File: src/rtl/rc4_mem_pkg.sv
// Shared constants and state type for the RC4 S-array memory responder.
package rc4_mem_pkg;
    localparam int S_ADDR_W = 8;
    localparam int S_DATA_W = 8;
    localparam int S_DEPTH  = 256;

    typedef enum logic {
        FILL,
        READY
    } s_mem_state_t;
endpackage

File: src/rtl/s_ram_core.sv
// Single-port synchronous RAM with registered, write-first read data.
module s_ram_core
    import rc4_mem_pkg::*;
#(
    parameter int ADDR_W = S_ADDR_W,
    parameter int DATA_W = S_DATA_W
) (
    input  logic              clk,
    input  logic              reset,
    input  logic              we,
    input  logic              re,
    input  logic [ADDR_W-1:0] addr,
    input  logic [DATA_W-1:0] wdata,
    output logic [DATA_W-1:0] rdata
);
    logic [DATA_W-1:0] mem [2**ADDR_W];
    logic [DATA_W-1:0] rdata_q, rdata_d;

    always_comb begin
        rdata_d = rdata_q;
        if (re) begin
            rdata_d = we ? wdata : mem[addr];
        end
    end

    always_ff @(posedge clk) begin
        if (we) begin
            mem[addr] <= wdata;
        end
    end

    // Read register holds its value between reads so q is stable when idle.
    always_ff @(posedge clk or posedge reset) begin
        if (reset) begin
            rdata_q <= '0;
        end else begin
            rdata_q <= rdata_d;
        end
    end

    assign rdata = rdata_q;
endmodule

File: src/rtl/s_mem_responder.sv
// S-array responder: identity self-fill, fixed-latency reads, drop flag.
module s_mem_responder
    import rc4_mem_pkg::*;
#(
    parameter int ADDR_W        = S_ADDR_W,
    parameter int DATA_W        = S_DATA_W,
    parameter int READ_LAT      = 2,
    parameter int INIT_ON_RESET = 1
) (
    input  logic              clk,
    input  logic              reset,
    input  logic [ADDR_W-1:0] address,
    input  logic [DATA_W-1:0] data,
    input  logic              rden,
    input  logic              wren,
    output logic [DATA_W-1:0] q,
    output logic              q_valid,
    input  logic              init_req,
    output logic              init_busy,
    output logic              init_done,
    output logic              drop_err
);
    localparam s_mem_state_t RST_STATE = (INIT_ON_RESET != 0) ? FILL : READY;
    localparam logic [ADDR_W-1:0] LAST = '1;

    s_mem_state_t      state_q, state_d;
    logic [ADDR_W-1:0] cnt_q, cnt_d;
    logic              done_q, done_d;
    logic              drop_q, drop_d;
    logic              v1_q, v1_d;

    logic              ram_we, ram_re;
    logic [ADDR_W-1:0] ram_addr;
    logic [DATA_W-1:0] ram_wdata, ram_rdata;

    always_ff @(posedge clk or posedge reset) begin
        if (reset) begin
            state_q <= RST_STATE;
        end else begin
            state_q <= state_d;
        end
    end

    always_comb begin
        state_d = state_q;
        unique case (state_q)
            FILL:    if (cnt_q == LAST) state_d = READY;
            READY:   if (init_req) state_d = FILL;
            default: state_d = RST_STATE;
        endcase
    end

    // Fill writes own the RAM port; initiator requests only reach it in READY.
    always_comb begin
        cnt_d     = cnt_q;
        done_d    = done_q;
        drop_d    = drop_q;
        v1_d      = 1'b0;
        ram_we    = 1'b0;
        ram_re    = 1'b0;
        ram_addr  = address;
        ram_wdata = data;
        init_busy = 1'b0;
        unique case (state_q)
            FILL: begin
                init_busy = 1'b1;
                ram_we    = 1'b1;
                ram_addr  = cnt_q;
                ram_wdata = DATA_W'(cnt_q);
                cnt_d     = cnt_q + ADDR_W'(1);
                if (cnt_q == LAST) done_d = 1'b1;
                if (rden || wren) drop_d = 1'b1;
            end
            READY: begin
                ram_we = wren;
                ram_re = rden;
                v1_d   = rden;
                if (init_req) begin
                    cnt_d  = '0;
                    done_d = 1'b0;
                end
            end
            default: ;
        endcase
    end

    always_ff @(posedge clk or posedge reset) begin
        if (reset) begin
            cnt_q  <= '0;
            done_q <= 1'b0;
            drop_q <= 1'b0;
            v1_q   <= 1'b0;
        end else begin
            cnt_q  <= cnt_d;
            done_q <= done_d;
            drop_q <= drop_d;
            v1_q   <= v1_d;
        end
    end

    s_ram_core #(
        .ADDR_W(ADDR_W),
        .DATA_W(DATA_W)
    ) u_ram (
        .clk  (clk),
        .reset(reset),
        .we   (ram_we),
        .re   (ram_re),
        .addr (ram_addr),
        .wdata(ram_wdata),
        .rdata(ram_rdata)
    );

    if (READ_LAT == 1) begin : g_lat1
        assign q       = ram_rdata;
        assign q_valid = v1_q;
    end else begin : g_lat2
        logic [DATA_W-1:0] q2_q, q2_d;
        logic              qv_q, qv_d;

        always_comb begin
            q2_d = v1_q ? ram_rdata : q2_q;
            qv_d = v1_q;
        end

        always_ff @(posedge clk or posedge reset) begin
            if (reset) begin
                q2_q <= '0;
                qv_q <= 1'b0;
            end else begin
                q2_q <= q2_d;
                qv_q <= qv_d;
            end
        end

        assign q       = q2_q;
        assign q_valid = qv_q;
    end

    assign init_done = done_q;
    assign drop_err  = drop_q;
endmodule

File: config.mk
export PLATFORM = sky130hd
export DESIGN_NAME = s_mem_responder
export DESIGN_NICKNAME = d
export VERILOG_FILES = /design/src/rtl/rc4_mem_pkg.sv /design/src/rtl/s_ram_core.sv /design/src/rtl/s_mem_responder.sv
export SDC_FILE = /design/constraint.sdc
export NUM_CORES = 2
export LEC_CHECK = 0
export CORE_MARGIN = 4
export CORE_UTILIZATION = 45
export DETAILED_ROUTE_END_ITERATION = 16
export PLACE_DENSITY = 0.6
export RECOVER_POWER = 50
export SYNTH_ARGS = -nofsm -noshare
export SYNTH_HDL_FRONTEND = slang
export SYNTH_SLANG_ARGS = --single-unit
File: constraint.sdc
create_clock -name clk -period 10.15 [get_ports clk]
set_input_delay 2.5375 -clock clk [delete_from_list [all_inputs] [get_ports clk]]
set_output_delay 2.5375 -clock clk [all_outputs]
set_load 0.03 [all_outputs]
* After elaboration in Yosys (flattened, before gate mapping) *
Memory sizes are Yosys's and may differ from the RTL's. A register that Yosys moved wholly into a read port is not among the register bits.
Index checks and enable logic that the tools add are counted.

cells by class
  bitwise operators = 1
  shifts and indexed selects = 0
  mux-type cells = 15
  $lt $le $gt $ge = 0
  $add $sub $neg = 1
  eq/ne operators = 3
  divide/modulo/power cells = 0
  $mul = 0
  reductions and logical operators = 3

operator list
  operator             count
  $mux 8               3
  $pmux 8 s2           1
  $add 8x1->8 const B  1
  $eq 8x8->1 const B   1
  $mux 1               8
  $pmux 1 s2           3
  $ne 2x2->1 const B   2
  $reduce_and 2->1     2
  $logic_or 1x1->1     1
  $not 1->1            1

storage, ports and cells
  bits in latches = 0
  memory bits (read-only) = 0
  memories = 1
  register bits = 21
  bits of input ports = 21
  memory bits (writable) = 2048

memories
  memory     words  width  read ports  clocked after memory_dff  write ports  RTL line          RTL
  u_ram.mem  256    8      1           1                         1            s_ram_core.sv:16  logic [DATA_W-1:0] mem [2**ADDR_W];

* Depth between registers and ports, before layout *
  word-level depth = 4
  mapped depth = 13
  depth with buffers taken out = 8

* Cells and area by module *
Synthesis repeated with hierarchy kept, for this count alone.

second synthesis, totals
  cell total of the unflattened synthesis = 3650
  area total of the unflattened synthesis = 79988.0 um^2

modules (own cells, without submodules)
  module           cells each  area each (um^2)  times used
  s_ram_core       3535        78929.4           1
  s_mem_responder  115         1058.5            1

* Least setup slack after synthesis *
Ideal clock, no wire load.

  path type = in2reg
  from = in data[4]
  to = mem u_ram.mem[0][4] in the netlist's numbering (data pin)
  path slack = 3735 ps
  data required time = 9327 ps
  arrival = 5592 ps
  cell stages on the path = 2
  cells stage by stage = nand2_1 -> nand2_1

on the way
  longest elaborated chain between the ends = 1

ends and longest elaborated chain
  what                    RTL line               RTL
  start, declared         s_mem_responder.sv:13  input logic [DATA_W-1:0] data,
  $mux 8                  s_mem_responder.sv:64  unique case (state_q)
  named net ram_wdata[4]  s_mem_responder.sv:34  logic [DATA_W-1:0] ram_wdata, ram_rdata;
  end, declared           s_ram_core.sv:16

The timed path passes the listed nets, and every way through them passes these cells.

==> summary.txt <==
Run status
  – Status: finished with violations
  – Failing checks: capacitance limit, slew limit

STA
  – Unrepaired setup endpoints after global routing: false
  – Slew @ Worst Pin: 5.27 ns
  – Rel. slew slack: -251%
  – Final Skew: 0.0261 ns
  – Fin crit period: 8.02 ns
  – Final Hold Viols: 0
  – Final WS setup: 2.13 ns
  – Max Clock Freq: 125 MHz
  – Total negative slack: 0 ns
  – Max Slew Vio Count: 1029
  – # setup viols final: 0
  – Period utilization: 79.0%

Detailed routing
  – Remaining DRCs: 0
  – Total iterations of the first detailed-routing run: 8
  – Initial DRC count: 4732
  – Routed Antenna Nets: 0
  – DR vias: 39200
  – Routed len/inst: 31.3 um
  – Post-Route WL: 201000 um
  – Via/cell ratio: 6.09

Worst setup path
  – Cell mode on critical path: buf_4
  – Crit path required time: 10.89 ns
  – Worst EP arrival: 8.75 ns
  – Setup CP Type: input port to flop
  – Crit-path max cell delay: 3.58 ns
  – Worst setup SP type: input port
  – CP max-delay cell: mux2_1
  – Reg2Reg Setup Slack: 3.44 ns
  – CP max FO: 141
  – Worst-path cell chain: dlygate4sd3_1, mux2_1, buf_4, buf_4, o22ai_1, a31oi_1
  – CP Capture Type: flop

Cells and area
  – Share of layout cells above drive strength 1: 20.7%
  – Commonest non-fill, non-tap cell in the layout: edfxtp_1
  – # fillers: 14000
  – Non-Filler Instances: 6438
  – Final #Nets: 3956
  – Area grow syn2layout: 12.1%
  – Most frequent cells in the layout: edfxtp_1, mux4_2, nor2_1
  – Post-route cell area: 89600 um2

Place
  – RD Place Congestion: 0.803
  – Post-Place Worst Slack: 2.61 ns
  – Post-DP HPWL: 115000 um
  – Placed cells: 6069
  – Area post-placement: 83100 um2
  – PortBufs: 32

CTS
  – Clk slew on worst S/H paths: 0.06 ns
  – CTS Root Cell: clkbuf_16
  – CTS Hold Bufs: 0
  – CTS Buf Count: 203
  – Worst-skew pair later-pin latency: 0.83 ns
  – Cts repair resizes: 0
  – Post-CTS setup buffer count: 0
  – CTS H-tree depth: 4
  – Clock Sinks: 2077
  – CTS tree: built
  – Clock Tree Buf Depth: 3

Logic synthesis
  – Gate Count Post-Synth: 3853
  – Syn_nets: 3875
  – Mapped cell area: 79900 um2
  – Syn Area/Cell: 20.7 um2
  – YS warnings: 0
  – Yosys cell types: 47
  – Post-synth top area cell: edfxtp_1
  – Top FF cell, synth: edfxtp_1
  – Asr flop ratio synth: 1.40%
  – Flops & latches, synth: 2077
  – Post-synth EDFFs: 2048
  – Leading post-synthesis cells by cell area: edfxtp_1, mux4_2, mux2i_1
  – Yosys top cell area share: 76.9%
  – Sequential area share after synthesis: 77.8%

Flow run
  – Max Cap Viol: 12

Floorplan
  – Height of the die: 429 um
  – Die Wd: 429 um
  – IO Count: 33
  – Die area: 184000 um2
  – Area of the core: 176000 um2
  – Row count: 154
  – Initial Utilization: 45.3%

GRT
  – Vias in the first global route: 39800
  – Largest net degree at the start of global routing: 191
  – First-pass GRT wire length: 293000 um
  – Grt ovf: 0
  – Global-route usage over all layers: 21.8%
  – Antenna violations before repair: 9

Min path
  – Worst Hold Class: flop to flop

Power
  – VDD IR max: 0.000294 V
  – PwrDens: 269 nW/um2
  – Tot Pwr: 24100 uW
  – Leakage: 0.0275 uW
[metrics by stage]
stage,util [%],hold WS (ns)
floorplan,-,0.352
global placement,47.1,0.461
detailed placement,47.2,0.469
CTS,50.9,0.477
global route,50.8,0.505
finish,50.8,0.469
[report_power, final]
group / internal [uW] / switching (uW) / total [uW]
combinational: 1740 / 4150 / 5890
clock: 4320 / 3170 / 7490
sequential: 10600 / 77.7 / 10700
total: 16700 / 7400 / 24100
[state kept, by name (all words and copies together), names as in the netlist]
name,count
state_q,1
u_ram.rdata,8
init_done,1
q,8
cnt_q,8
g_lat2.qv_d,1
q_valid,1
u_ram.mem,2048
drop_err,1
[final timing paths]
kind,from,depth (start not counted),end
worst max-delay path,data[7],6,u_ram.rdata[7]$_DFFE_PP0P_
worst max register to register,state_q$_DFF_PP0_,6,u_ram.rdata[7]$_DFFE_PP0P_
max in group asynchronous,reset,3,state_q$_DFF_PP0_
min in group asynchronous,reset,3,q_valid$_DFF_PP0_
worst min-delay path,drop_err$_DFFE_PP0P_,1,drop_err$_DFFE_PP0P_
worst min register to register,drop_err$_DFFE_PP0P_,1,drop_err$_DFFE_PP0P_
[logic make-up after synthesis]
family,Yosys count,synth area share [%]
flops,2077,77.8
xor+xnor,1,0.0110
fa+ha+maj,1,0.0156
buf+inv,237,1.42
compound gates,384,3.44
simple gates,567,2.77
mux,586,14.5
[per-layer routing]
| layer | vias up | global-route usage [%] | wire length [um] |
|---|---|---|---|
| met5 | - | 0 | 7 |
| met4 | 2 | 6.85 | 6450 |
| met3 | 358 | 3.97 | 14200 |
| met2 | 1598 | 34.8 | 98200 |
| met1 | 21100 | 30.9 | 82600 |
| li1 | 16200 | - | - |
[cell type report]
cell class                 count  area [um2]  share of cell area (%)
timing repair buffer         107        1030                    1.15
tap                         2340        2930                    3.27
inverter                       6        22.5                  0.0251
clock buffer                 254        5420                    6.05
multi-input combinational   1539       16800                    18.8
sequential                  2077       62200                    69.5
clock inverter               113        1130                    1.26
antenna                        2        5.00                 0.00559
[cell usage after synthesis, types with 2 or more instances]
library cell     n
a211oi_1        21
a21o_1           2
a21oi_1         59
a22o_1           2
a22oi_1        117
a31oi_1          5
a32o_1           2
a41oi_1         46
and3_1           7
and4_1           2
buf_1           29
buf_2           64
buf_4           11
buf_6           17
clkbuf_1       110
clkinv_1         2
dfrtp_1         29
edfxtp_1      2048
inv_1            4
mux2_2          14
mux2i_1        115
mux4_2         456
nand2_1        266
nand2b_1         4
nand3_1          8
nor2_1         260
nor2b_1          5
nor3_1           7
nor4_1           6
o211ai_1         2
o21ai_0          8
o21ai_1          9
o221ai_1        20
o22ai_1         54
o31ai_1          4
o32a_1           2
o32ai_1          4
o41ai_1         23
[critical path, delay by kind of cell]
family / cells / cell delay [ns]
compound gates: 2 / 0.32
mux: 1 / 3.58
buf+inv: 3 / 2.16
No activity file was read; power rests on OpenSTA's default activity.
